<file path="src/rtl/fp_addsubt_arbiter_pkg.sv">
// Shared definitions for the floating-point add/subtract arbiter slice.
package fp_addsubt_arbiter_pkg;

  // Arbiter sequencing states
  typedef enum logic [2:0] {
    S_IDLE    = 3'd0,
    S_LOAD    = 3'd1,
    S_START   = 3'd2,
    S_WAIT    = 3'd3,
    S_DELIVER = 3'd4,
    S_RELEASE = 3'd5
  } arb_state_e;

  // Operation encoding presented to the add/subtract unit
  localparam logic OP_ADD = 1'b0;
  localparam logic OP_SUB = 1'b1;

  // Ceiling log2 for elaboration-time sizing; never returns less than 1
  function automatic int clog2(input int v);
    int r;
    r = 1;
    for (int i = 1; i < 31; i++) begin
      if ((1 << i) < v) r = i + 1;
    end
    return r;
  endfunction

endpackage

</file>
<file path="src/rtl/fp_addsubt_arbiter_picker.sv">
// Round-robin priority picker: first asserted request at or after ptr, wrapping.
// Purely combinational so it can be shared by other resource arbiters.
module rr_priority_picker #(
  parameter int N   = 2,
  parameter int IDW = 1
) (
  input  logic [N-1:0]   req,
  input  logic [IDW-1:0] ptr,
  output logic           valid,
  output logic [IDW-1:0] idx
);

  logic [IDW:0]   cand;
  logic [IDW-1:0] cand_idx;

  // Scan offsets from farthest to nearest so the nearest hit is the one left standing
  always_comb begin
    valid    = 1'b0;
    idx      = '0;
    cand     = '0;
    cand_idx = '0;
    for (int k = N - 1; k >= 0; k--) begin
      cand = {1'b0, ptr} + (IDW + 1)'(k);
      if (cand >= (IDW + 1)'(N)) cand = cand - (IDW + 1)'(N);
      cand_idx = cand[IDW-1:0];
      if (req[cand_idx]) begin
        valid = 1'b1;
        idx   = cand_idx;
      end
    end
  end

endmodule

</file>
<file path="src/rtl/fp_addsubt_arbiter.sv">
// Shares one FP add/subtract unit between N_REQ requesters. Round-robin grant,
// registered operands, beg/ready/ack sequencing toward the unit, and a
// ready/ack return path toward the granted requester. One op in flight.
module fp_addsubt_arbiter
  import fp_addsubt_arbiter_pkg::*;
#(
  parameter int N_REQ       = 2,
  parameter int W           = 32,
  parameter int IDW         = clog2(N_REQ),
  parameter int TIMEOUT_CYC = 64
) (
  input  logic                    clk,
  input  logic                    reset,
  input  logic [N_REQ-1:0]        req_beg,
  input  logic [N_REQ-1:0]        req_op,
  input  logic [N_REQ-1:0][W-1:0] req_data_a,
  input  logic [N_REQ-1:0][W-1:0] req_data_b,
  input  logic [N_REQ-1:0]        req_ack,
  output logic [N_REQ-1:0]        req_ready,
  output logic [W-1:0]            result_out,
  output logic [IDW-1:0]          grant_id,
  output logic                    busy,
  output logic                    err_timeout,
  output logic                    beg_add_subt,
  output logic                    ack_add_subt,
  output logic                    op_add_subt,
  output logic [W-1:0]            data_a_add_subt,
  output logic [W-1:0]            data_b_add_subt,
  input  logic                    ready_add_subt,
  input  logic [W-1:0]            result_add_subt
);

  // Watchdog counter must be able to hold TIMEOUT_CYC itself
  localparam int CW = (TIMEOUT_CYC > 1) ? clog2(TIMEOUT_CYC + 1) : 1;

  arb_state_e       state;
  logic [IDW-1:0]   ptr;
  logic [IDW-1:0]   ptr_next;
  logic [CW-1:0]    wd_cnt;
  logic             pick_vld;
  logic [IDW-1:0]   pick_idx;
  logic [N_REQ-1:0] grant_oh;
  logic             timeout_hit;

  rr_priority_picker #(
    .N   (N_REQ),
    .IDW (IDW)
  ) u_pick (
    .req   (req_beg),
    .ptr   (ptr),
    .valid (pick_vld),
    .idx   (pick_idx)
  );

  assign grant_oh = N_REQ'(1) << grant_id;
  assign ptr_next = (grant_id == IDW'(N_REQ - 1)) ? '0 : grant_id + IDW'(1);

  // wd_cnt is 1 in the first WAIT cycle after the beg pulse, so expiry is
  // evaluated in cycle beg+TIMEOUT_CYC; a ready seen in that same cycle wins.
  assign timeout_hit = (TIMEOUT_CYC != 0) && (wd_cnt == CW'(TIMEOUT_CYC));

  // Arbiter FSM with all outputs registered; pulses default low each cycle
  always_ff @(posedge clk or posedge reset) begin
    if (reset) begin
      state           <= S_IDLE;
      ptr             <= '0;
      wd_cnt          <= '0;
      req_ready       <= '0;
      result_out      <= '0;
      grant_id        <= '0;
      busy            <= 1'b0;
      err_timeout     <= 1'b0;
      beg_add_subt    <= 1'b0;
      ack_add_subt    <= 1'b0;
      op_add_subt     <= OP_ADD;
      data_a_add_subt <= '0;
      data_b_add_subt <= '0;
    end else begin
      beg_add_subt <= 1'b0;
      ack_add_subt <= 1'b0;
      case (state)
        S_IDLE: begin
          if (pick_vld) begin
            grant_id <= pick_idx;
            busy     <= 1'b1;
            state    <= S_LOAD;
          end
        end
        S_LOAD: begin
          op_add_subt     <= req_op[grant_id];
          data_a_add_subt <= req_data_a[grant_id];
          data_b_add_subt <= req_data_b[grant_id];
          beg_add_subt    <= 1'b1;
          state           <= S_START;
        end
        S_START: begin
          wd_cnt <= CW'(1);
          state  <= S_WAIT;
        end
        S_WAIT: begin
          if (ready_add_subt) begin
            result_out <= result_add_subt;
            req_ready  <= grant_oh;
            state      <= S_DELIVER;
          end else if (timeout_hit) begin
            err_timeout <= 1'b1;
            result_out  <= '0;
            req_ready   <= grant_oh;
            state       <= S_DELIVER;
          end else begin
            wd_cnt <= wd_cnt + CW'(1);
          end
        end
        S_DELIVER: begin
          // Only the grantee's ack releases the unit
          if (req_ack[grant_id]) begin
            req_ready    <= '0;
            ack_add_subt <= 1'b1;
            state        <= S_RELEASE;
          end
        end
        S_RELEASE: begin
          ptr   <= ptr_next;
          busy  <= 1'b0;
          state <= S_IDLE;
        end
        default: begin
          busy  <= 1'b0;
          state <= S_IDLE;
        end
      endcase
    end
  end

endmodule

</file>
<file path="config.mk">
export PLATFORM = sky130hd
export DESIGN_NAME = fp_addsubt_arbiter
export DESIGN_NICKNAME = d
export VERILOG_FILES = /design/src/rtl/fp_addsubt_arbiter_pkg.sv /design/src/rtl/fp_addsubt_arbiter_picker.sv /design/src/rtl/fp_addsubt_arbiter.sv
export SDC_FILE = /design/constraint.sdc
export NUM_CORES = 1
export LEC_CHECK = 0
export ABC_AREA = 1
export CAP_MARGIN = 10
export CORE_MARGIN = 2
export CORE_UTILIZATION = 41
export CTS_CLUSTER_SIZE = 14
export DETAILED_ROUTE_END_ITERATION = 6
export PLACE_DENSITY = 0.89
export SLEW_MARGIN = 20
export SYNTH_ARGS = -nofsm -noshare
export SYNTH_HDL_FRONTEND = slang
export SYNTH_SLANG_ARGS = --single-unit
export TNS_END_PERCENT = 10
</file>
<file path="constraint.sdc">
create_clock -name clk -period 5.4 [get_ports clk]
set_input_delay 1.08 -clock clk [delete_from_list [all_inputs] [get_ports clk]]
set_output_delay 1.08 -clock clk [all_outputs]
set_load 0.005 [all_outputs]
</file>
==> results of run 1 <==
[layout make-up]
type                       instances  area [µm²]
multi-input combinational        368        2039
inverter                          86       325.3
sequential                       115        2879
timing repair buffer             278        2768
clock inverter                    14       155.1
fill                            1050        4312
tap                              176       220.2
clock buffer                      18       439.2
[routing by layer]
layer | vias to the layer above | part of all wire [%]
li1 | 2510 | -
met1 | 2425 | 41
met2 | 206 | 51
met3 | 21 | 6.8
met4 | 0 | 2.0
met5 | - | 0
[worst register-to-register path: stages (launching register included)]
cell and delay, ns:
dfrtp_1 0.46, inv_2 0.11, nand3_1 0.13, inv_2 0.48, nand2_2 0.50, nand2_1 0.19, nand2_1 0.07
[state kept, by name, summed over array words and instances, names as in the netlist, 2 cells and up]
signal           flops
data_a_add_subt     32
data_b_add_subt     32
req_ready            2
result_out          32
state                3
wd_cnt               7
[how the worst max path moves through the flow]
stage / startpoint / endpoint / depth (start not counted)
after detailed placement: ready_add_subt / result_out[17]$_DFFE_PP0P_ / 7
after global routing: grant_id$_DFFE_PP0P_ / grant_id / 2
after CTS: grant_id$_DFFE_PP0P_ / grant_id / 2
after floorplan: reset / ack_add_subt$_DFF_PP0_ / 1
after global placement: ready_add_subt / result_out[7]$_DFFE_PP0P_ / 7
final: grant_id$_DFFE_PP0P_ / grant_id / 2
[logic make-up (layout without fill, tap and decap cells)]
group	Yosys count	in the layout	synth area share, %
AND/OR/NAND/NOR	222	222	19.85
flip-flops	115	115	52.55
AO/OA/AOI/OAI	143	143	16.77
buffers and inverters	125	396	10.21
adder cells (fa/ha/maj)	2	2	0.4569
XOR/XNOR	1	1	0.1600
[report_power, final]
group / switching (µW) / internal (µW)
registers: 230 / 1270
clock network: 413 / 697
logic: 937 / 1070
[cells in the final DEF (no fill, tap or decap), drive strengths merged]
cell           count
clkdlybuf4s50    272
dfrtp            115
nand2             92
inv               89
o21ai             76
o211ai            66
or2               65
nand3             47
clkbuf            18
nor2              12
clkinv             7
buf                6
nand4              3
ha                 2
bufinv             2
clkinvlp           2
nor3               2
xnor2              1
nand3b             1
o21bai             1
[stage by stage]
step                      instance area, µm²  utilization (%)  cells  setup WS (ns)
after global placement                  8232            62.66   1023          2.653
final                                   8826            67.18   1055          2.286
after global routing                    8826            67.18   1055          2.186
after CTS                               8826            67.18   1055          2.240
after detailed placement                8232            62.66   1023          2.604
after floorplan                         5477                -    608          1.276
==> results by stage, run 1 <==
Routing:
- In the routed layout, each cell is associated on average with a via count of 4.893.
- The via count is 5162.
- The number of remaining DRC errors is 0.
- The count of nets left with antenna violations once routing finished came out at 0.
- The wire length per cell after detailed routing is 15.14 µm.
- The overall routed net length is 15970 µm.
- The first detailed-routing pass ran for 7 iterations.
- After the first detailed-routing iteration, the DRC count stood at 391.

Worst hold path:
- The worst min-delay path class is reg2reg.
- The worst hold path terminates at result_out[6]$_DFFE_PP0P_.
- The number of cells on the worst hold path is 2.
- The hold path startpoint is result_out[6]$_DFFE_PP0P_.

Floorplanning:
- 273 I/O pins were placed.
- The effective utilization at floorplan is 41.69%.
- After floorplanning, the core was divided into 42 placement rows.
- The die outline height is 119.6 µm.
- The floorplan step defined a die boundary enclosing 14300 µm².
- In this run the horizontal extent of the chip is 119.6 µm.
- The floorplan step defined a core boundary enclosing 13140 µm².

Critical path:
- The delay of the slowest critical-path stage is 0.63 ns.
- STA puts the critical path data arrival time at 2.03 ns.
- STA puts the critical path data required time at 4.32 ns.
- The buffer and inverter count on the worst path is 2.
- The worst setup path is launched from a register.
- Traced cell by cell, the critical path runs through buf_4 > clkdlybuf4s50_1.
- The launch instance of the worst register-to-register path is state[2]$_DFFE_PP0P_.
- The critical path in this run is classified as reg2out.
- The endpoint identified for the worst register-to-register timing path is result_out[8]$_DFFE_PP0P_.
- The nature of the critical path endpoint is a primary output.
- The slowest stage of the critical path is the clkdlybuf4s50_1 cell.
- The worst reg-to-reg path cell count is 6.
- The maximum fanout along the worst path is 67.
- The worst-case register-to-register setup slack is 3.34 ns.
- In this design, the largest share of critical-path delay is due to buffers and inverters.

Global routing:
- In the global route stage, met3 resource usage came out at 7.082%.
- The met1 capacity usage during global routing is 27.60%.
- The aggregate global-route resource usage is 22.83%.
- The initial antenna violation count was 0.
- The first global-routing pass estimated 26100 µm of wire.
- The fraction of met2 tracks used by global routing is 39.46%.
- The number of global-route vias before repair was 5186.
- Entering global routing, the biggest net connects 89 pins.
- Global routing finished with a remaining overflow of 0.
- In this run the most used layer during global routing was met2.

Logic synthesis:
- The synthesized design spends more area on one cell type than any other, namely dfrtp_1.
- The share of synthesized area in the top cell type comes to 52.55%.
- For this run, asynchronously set or reset flops after synthesis account for 100.0%.
- The sequential share of the synthesized area is 52.55%.
- Synthesis instantiated 28 different standard cells from the library.
- The most common cell in the netlist is dfrtp_1.
- The number of synthesized register bits is 115.
- The number of flops mapped to enable cells by yosys is 0.
- The most used flip-flop cell after synthesis is dfrtp_1.
- Counting every instance in the synthesized netlist gives 608.
- The cell area after synthesis is 5477 µm².
- By count the netlist is led by 115 x dfrtp_1, 90 x nand2_1, 82 x inv_1.
- Sorting the synthesized cells by area gives the leading types as dfrtp_1 53%, o211ai_1 8.1%, nand2_1 6.2%.
- During synthesis, Yosys emitted a total of 0 warnings.
- The average instance in the mapped netlist occupies 9.007 µm².
- The net count of the mapped netlist is 779.

STA:
- The final clock period utilization by the worst path is 57.67%.
- The number of setup violations in the final report is 0.
- The max-slew violation count came to 0.
- The measured slew at the worst slew-check pin is 0.9411 ns.
- The final total negative setup slack is 0 ns.
- The fmax is 0.3211 GHz.
- The maximum clock skew at final layout is 0.01132 ns.
- The max-slew headroom at the worst pin is 37.26%.
- The final hold violation count is 0.
- Setup repair after global routing left no endpoint under its margin.
- The worst path needs 3.114 ns of the cycle, external delays included.
- Final hold analysis gives a worst-case slack of 0.4702 ns.

Power:
- The maximum ir drop on the vdd rail is 0.0002784 V.
- The areal power density over the cells is 523.1 nW/µm².
- Overall power consumption after layout is estimated at 4617 µW.
- For this design the static power due to leakage is 0.003858 µW.

Run:
- The max-cap check violation count is 0.

Clock network:
- TritonCTS built the clock tree.
- The CTS sink count is 115.
- The clock passes through at most 2 buffers.
- The count of hold-fix buffers inserted at cts is 0.
- The insertion delay to the later sink of the worst-skew pair is 0.40 ns.
- The library cell used as clock root buffer is clkbuf_16.
- The count of buffers added by post-CTS timing repair for setup is 0.
- Post-CTS repair changed the size of 0 cells.
- In this run the number of H-tree levels came out at 4.
- After clock tree synthesis, the clock-pin slew on the worst setup and hold paths is 0.06 ns.
- The number of buffers added by the clock tree synthesis step is 17.

Placement:
- The global placer's final weighted congestion is 0.7870.
- The count of input and output buffers is 272.
- After legalization and detailed placement, the total HPWL measured 11180 µm.

Final layout:
- The share of final-layout standard cells stronger than drive strength 1 is 11.04%.
- 0 antenna diodes ended up in the layout.
- The total number of nets in the final design is 1037.
- Relative to the synthesized area, the layout overhead comes to 61.16%.

Status:
- The flow ran to the end, and the final reports show no timing, DRC or antenna violations.
(Power assumes the default switching activity.)
==> run 2: changes to the inputs <==
- clock period: 5.4 -> 3 ns (I/O delays scaled with it)
==> results by stage, run 2 (synthesis gave the netlist of run 1 again) <==
Placement:
- The number of placed instances, taps included, is 1023.
- The wire-length estimate of the detail-placed layout is 11330 µm.
- The count of buffers added on input and output ports is 272.
- At the end of routability-driven placement, the weighted congestion stood at 0.8055.

Routing:
- The DRC marker count from the first detailed-route iteration is 357.
- The number of iterations in the first detailed-routing pass is 5.
- The post-detailed-route via-to-cell ratio is 4.960.
- In the routed design, unresolved DRC markers number 0.
- Summed over all layers, the routed wires come to 16340 µm.
- The post-detailed-route count of antenna-violating nets is 0.
- The detailed router placed 5228 vias in this run.
- The wire length per cell after detailed routing is 15.50 µm.

Clock network:
- The maximum buffer depth of the clock tree is 2.
- CTS placed an instance of clkbuf_16 at the clock tree root.
- The insertion delay to the later sink of the worst-skew pair is 0.41 ns.
- After clock tree synthesis, the setup repair step added 0 buffers.
- CTS built an H-tree with a depth of 4.
- The number of buffers added by the clock tree synthesis step is 17.
- TritonCTS built the clock tree.
- The post-cts sizing count is 0.
- The number of hold buffers added after CTS was 0.
- Clock tree synthesis found a total of 115 sinks.
- After clock tree synthesis, the clock-pin slew on the worst setup and hold paths is 0.05 ns.

Floorplanning:
- The overall die area is 14300 µm².
- The core region is 13140 µm².
- The I/O pin count is 273.
- The die outline height is 119.6 µm.
- From left edge to right edge, the die measures 119.6 µm.
- The number of placement rows is 42.
- The effective utilization at floorplan is 41.69%.

Final layout:
- After filler insertion, the fill cell instance count of the layout stands at 1008.
- The number of cells in the finished layout apart from fillers is 1054.
- The most common library cell in the layout ignoring fill and taps is clkdlybuf4s50_1.
- In the final layout, the share of cells above drive strength 1 is 10.25%.
- In the final design database the tool counted 1037 nets.
- From synthesis to final layout, the design area changed by 60.48%.
- The antenna cell count is 0.
- The sequential cells in the finished layout cover a total of 2879 µm².
- In the final layout, the multi-input gates occupy 2039 µm².
- The largest registers in the layout are data_a_add_subt x32, data_b_add_subt x32, result_out x32.
- In the layout the commonest cells are 272 x clkdlybuf4s50_1, 114 x dfrtp_1, 90 x nand2_1.

Critical path:
- In this design, the stage delay of the slowest critical-path cell is 0.76 ns.
- The worst setup path is captured at a primary output.
- The data required time at the worst endpoint is 2.40 ns.
- In this run the register-to-register setup slack is 0.88 ns.
- The worst register-to-register path begins at grant_id$_DFFE_PP0P_.
- The cell with the largest stage delay on the worst path is dfrtp_2.
- Along the worst path, the maximum fanout reaches 34.
- The worst register-to-register path ends at data_a_add_subt[16]$_DFFE_PP0P_.
- Traced cell by cell, the critical path runs through clkdlybuf4s50_1.
- Data arrives at the worst endpoint at 1.81 ns.
- The worst setup path is launched from a register.
- The top cell family by delay on the critical path is flip-flops.
- The buffer and inverter count on the worst path is 1.
- The type of the worst setup path is reg2out.
- The worst reg-to-reg path cell count is 4.

Global routing:
- The number of global-route vias before repair is 5159.
- The first global-routing pass estimated 26020 µm of wire.
- The initial antenna violation count came to 0.
- The remaining global-route overflow is 0.
- The largest net degree at the start of global routing is 80.
- The aggregate global-route resource usage is 23.12%.

STA:
- The final hold violation count is 0.
- For this run, the top clock speed supported by timing is 0.4152 GHz.
- The number of setup violations in the final report is 0.
- The clock period minus worst slack is 2.409 ns.
- For the final database, setup skew stands at 0.006258 ns.
- For the pin with the worst max-slew slack, the measured transition is 0.9095 ns.
- The final total negative setup slack is 0 ns.
- Setup repair after global routing left no endpoint under its margin.
- The worst pin sits at a relative slew slack of 39.28%.
- Dividing the final minimum period by the clock period gives 80.28%.
- The max-slew violation count is 0.

Worst hold path:
- The number of cells on the worst hold path is 2.
- The sink of the worst hold path is result_out[5]$_DFFE_PP0P_.
- The tightest min-delay check is of the reg2reg type.
- The hold path startpoint is result_out[5]$_DFFE_PP0P_.

Status:
- The flow ran to the end, and the final reports show no timing, DRC or antenna violations.

Power:
- The overall power of the completed layout is 8139 µW.
- The areal power density over the cells is 926.1 nW/µm².
- The worst-case IR drop observed on VDD is 0.0004250 V.
- Of the total power, registers draw 33.9%.
- The clock network burns 22.6% of the power.
- The leakage power figure is 0.003840 µW.
- Of the total power, combinational logic draws 43.5%.
- The internal power of the cells is 5384 µW.
- The switching power is 2754 µW.
- Net switching is 33.84% of the power.

Run:
- The max-cap check violation count is 0.
run 2: cell count changes in the layout (fill, tap and decap cells not counted), sizes merged:
cell	previous run	this run
clkinv	7	5
clkbuf	18	25
clkinvlp	2	1
inv	89	85
bufinv	2	1
run 2: how the worst max path moves through the flow:
stage | startpoint | to | slack [ns] | cells past startpoint
floorplan | reset | ack_add_subt$_DFF_PP0_ | 1.00 | 1
global placement | grant_id$_DFFE_PP0P_ | data_a_add_subt[8]$_DFFE_PP0P_ | 0.85 | 4
finish | grant_id$_DFFE_PP0P_ | grant_id | 0.59 | 1
CTS | grant_id$_DFFE_PP0P_ | grant_id | 0.57 | 1
global route | grant_id$_DFFE_PP0P_ | grant_id | 0.51 | 1
detailed placement | grant_id$_DFFE_PP0P_ | data_a_add_subt[11]$_DFFE_PP0P_ | 0.86 | 4
run 2: stage by stage:
stage          utilization [%]  setup slack [ns]  hold slack (ns)  instance area (µm²)
6_report                 66.90            0.5915           0.4677                 8788
5_1_grt                  66.90            0.5107           0.4865                 8788
4_1_cts                  66.90            0.5739           0.4707                 8788
3_5_place_dp             62.86            0.8623           0.4576                 8258
3_3_place_gp             62.86            0.8475           0.4538                 8258
2_1_floorplan                -             1.001           0.4539                 5480
run 2: power groups by stage:
stage	logic [µW]	registers (µW)	clock network, µW
floorplan	1720	2740	0
global placement	3470	2760	0
detailed placement	3570	2760	0
CTS	3590	2760	1880
global route	3910	2850	1950
finish	3540	2760	1840
run 2: area by class of cell:
cell class	instances	share of cell area, %
Tap cell	176	2.506
Timing Repair Buffer	278	31.78
Clock inverter	6	0.6264
Multi-Input combinational cell	368	23.21
Clock buffer	25	5.410
Inverter	86	3.716
Sequential cell	115	32.76
run 2: layer usage:
metal / up-vias / global-route usage, % / routed length (µm)
li1: 2510 / - / -
met1: 2447 / 26.54 / 6403
met2: 236 / 39.43 / 8064
met3: 35 / 7.842 / 1379
met4: 0 / 9.706 / 494
met5: - / 0 / 0
==> run 3: changes to the inputs <==
- CORE_UTILIZATION: 41 -> 37
- PLACE_DENSITY: 0.89 -> 0.85
- clock period: 3 -> 2.2 ns (I/O delays scaled with it)
==> results by stage, run 3 (synthesis gave the netlist of run 1 again) <==
Status:
- The run finished with clean final reports.

Routing:
- The first routing iteration left 273 violations.
- Detailed routing inserted a total of 5216 vias.
- The number of remaining DRC errors is 0.
- The wire length per cell after detailed routing is 15.42 µm.
- The overall routed net length is 16440 µm.
- The post-detailed-route via-to-cell ratio is 4.893.
- The number of iterations in the first detailed-routing pass is 4.
- The post-detailed-route count of antenna-violating nets is 0.

Critical path:
- In this run the number of cells on the critical path is 1.
- The worst setup path is launched from a register.
- The cell with the largest stage delay on the worst path is clkdlybuf4s50_1.
- The signal arrival time at the worst endpoint is 1.44 ns.
- Along the worst path, the maximum fanout reaches 11.
- The critical path goes through clkdlybuf4s50_1.
- Measured in cells, the most critical reg-to-reg path has a length of 6.
- The kind of cell with the highest combined delay along the critical path is buffers and inverters.
- The worst setup path is of the reg2out kind.
- Together, buffers and inverters on the worst path number 1.
- For the worst setup path, the data required time is 1.76 ns.
- The delay of the slowest critical-path stage is 0.54 ns.
- The nature of the critical path endpoint is a primary output.

Clock network:
- Counting along the longest clock path gives a buffer depth of 2.
- The H-tree was split into 4 levels.
- In this run the clock root is driven by a clkbuf_16.
- In this run, post-CTS repair resized a total of 0 instances.
- The TritonCTS clock tree is yes.
- The count of buffers added by post-CTS timing repair for setup is 0.
- The count of hold-fix buffers inserted at cts is 0.
- The clock drives 115 sinks.
- Counting the buffers created by CTS gives 17.
- Clock-pin slew was measured on the worst setup and hold paths at 0.05 ns.
- The insertion delay to the later sink of the worst-skew pair is 0.41 ns.

Floorplanning:
- The die covers 15790 µm².
- The I/O pin count is 273.
- Measured along the x axis, the die boundary spans 125.7 µm.
- Once the floorplan was initialized, standard cells occupied 37.82% of the core.
- In this run the vertical extent of the chip is 125.7 µm.
- In this run the core area contains 44 standard-cell rows.
- The core outline area is 14480 µm².

Placement:
- Once placement completed, the tool counted placed cells totaling 1034.
- Summed over all nets, the half-perimeter wirelength after detailed placement is 11660 µm.
- The count of input and output buffers is 272.
- The global placer's final weighted congestion is 0.8352.

Power:
- The areal power density over the cells is 1320 nW/µm².
- Internal power comes to 7907 µW.
- The switching power is 3941 µW.
- Summing internal, switching and leakage power gives 11850 µW.
- VDD sags by at most 0.0006307 V.
- The leakage power figure is 0.003905 µW.
- The power share of the clock group is 25.8%.
- The relative contribution of sequential cells to total power is 31.3%.
- Combinational logic burns 43.0% of the power.
- The proportion of total power due to net switching is 33.26%.

Final layout:
- The growth of design area from synthesis to finish is 63.88%.
- The largest registers in the layout are data_a_add_subt x32, data_b_add_subt x32, result_out x32.
- The repair_antennas step left the layout with diodes totalling 0.
- Excluding fillers, the count of instances in the completed layout stands at 1066.
- The total number of nets in the final design is 1040.
- The top cell types in the final layout, fill and taps aside, are 272 x clkdlybuf4s50_1, 114 x dfrtp_1, 90 x nand2_1.
- The most common library cell in the layout ignoring fill and taps is clkdlybuf4s50_1.
- Cells with a size suffix above 1 make up 11.34% of the layout.

Global routing:
- For this run, the total global-route usage over all layers was measured as 21.10%.
- The number of global-route vias before repair is 5299.
- For this run the aggregate overflow at the end of global routing stands at 0.
- The first global-routing pass estimated 26760 µm of wire.
- Entering global routing, the biggest net connects 89 pins.
- The initial antenna violation count is 0.

STA:
- The clock period minus worst slack is 1.879 ns.
- The maximum clock skew at final layout is 0.004908 ns.
- Setup repair after global routing left no endpoint under its margin.
- The number of setup violations in the final report is 0.
- The final hold violation count is 0.
- The max-slew headroom at the worst pin is 58.45%.
- After routing, the total negative slack on setup checks comes to 0 ns.
- Derived from the worst setup path, the maximum achievable clock frequency is 0.5323 GHz.
- The max-slew violation count came to 0.
- For the pin with the worst max-slew slack, the measured transition is 0.6232 ns.
- The final clock period utilization by the worst path is 85.39%.

Run:
- The tool flagged a number of max-cap violations equal to 0.

Worst hold path:
- The worst hold path was traced through 2 stages.
- The worst min-delay path class is reg2reg.
==> run 3: cell types whose count changed in the layout (fill, tap and decap cells not counted) <==
cell | before | now
bufinv_16 | 1 | 5
clkinv_2 | 5 | 2
clkbuf_1 | 6 | 0
buf_4 | 4 | 5
clkinvlp_4 | 1 | 6
clkinv_4 | 0 | 1
buf_12 | 2 | 4
==> run 3: power by group through the flow <==
stage          sequential [µW]  clock [µW]  combinational, µW
3_3_place_gp              3690           0               4980
5_1_grt                   3840        3200               5630
2_1_floorplan             3730           0               2350
6_report                  3700        3050               5090
4_1_cts                   3710        3100               5160
3_5_place_dp              3720           0               5120
==> run 3: area by class of cell <==
cell class | count | area (µm²)
clock buffers | 19 | 452.9
clock inverters | 13 | 206.4
fillers | 1171 | 5504
inverters | 86 | 326.6
multi-input cells | 368 | 2039
flip-flops and latches | 115 | 2879
well taps | 184 | 230.2
repair buffers | 281 | 2840
==> run 3: path summary, 6_finish.rpt <==
| check | start | to | slack, ns |
|---|---|---|---|
| worst max-delay path | grant_id$_DFFE_PP0P_ | grant_id | 0.32 |
| worst min-delay path | result_out[12]$_DFFE_PP0P_ | result_out[12]$_DFFE_PP0P_ | 0.46 |
| worst max register to register | state[2]$_DFFE_PP0P_ | result_out[0]$_DFFE_PP0P_ | 0.46 |
| worst min register to register | result_out[12]$_DFFE_PP0P_ | result_out[12]$_DFFE_PP0P_ | 0.46 |
| max in group asynchronous | reset | data_a_add_subt[10]$_DFFE_PP0P_ | 1.16 |
| min in group asynchronous | reset | beg_add_subt$_DFF_PP0_ | 0.49 |
==> run 3: per-layer routing <==
metal	GRT usage, %	share of wire, %	up-vias
li1	-	-	2519
met1	25.26	41	2469
met2	36.15	49	195
met3	5.905	7.0	33
met4	8.105	2.6	0
met5	0	0	-
==> run 3: stage by stage <==
step | utilization, % | area, µm² | setup slack (ns) | hold WS [ns]
floorplan | - | 5480 | 0.3606 | 0.4539
global placement | 57.43 | 8315 | 0.2514 | 0.4554
detailed placement | 57.43 | 8315 | 0.1723 | 0.4600
CTS | 61.99 | 8975 | 0.2942 | 0.4737
global route | 61.99 | 8975 | 0.2215 | 0.4861
finish | 61.99 | 8975 | 0.3213 | 0.4649
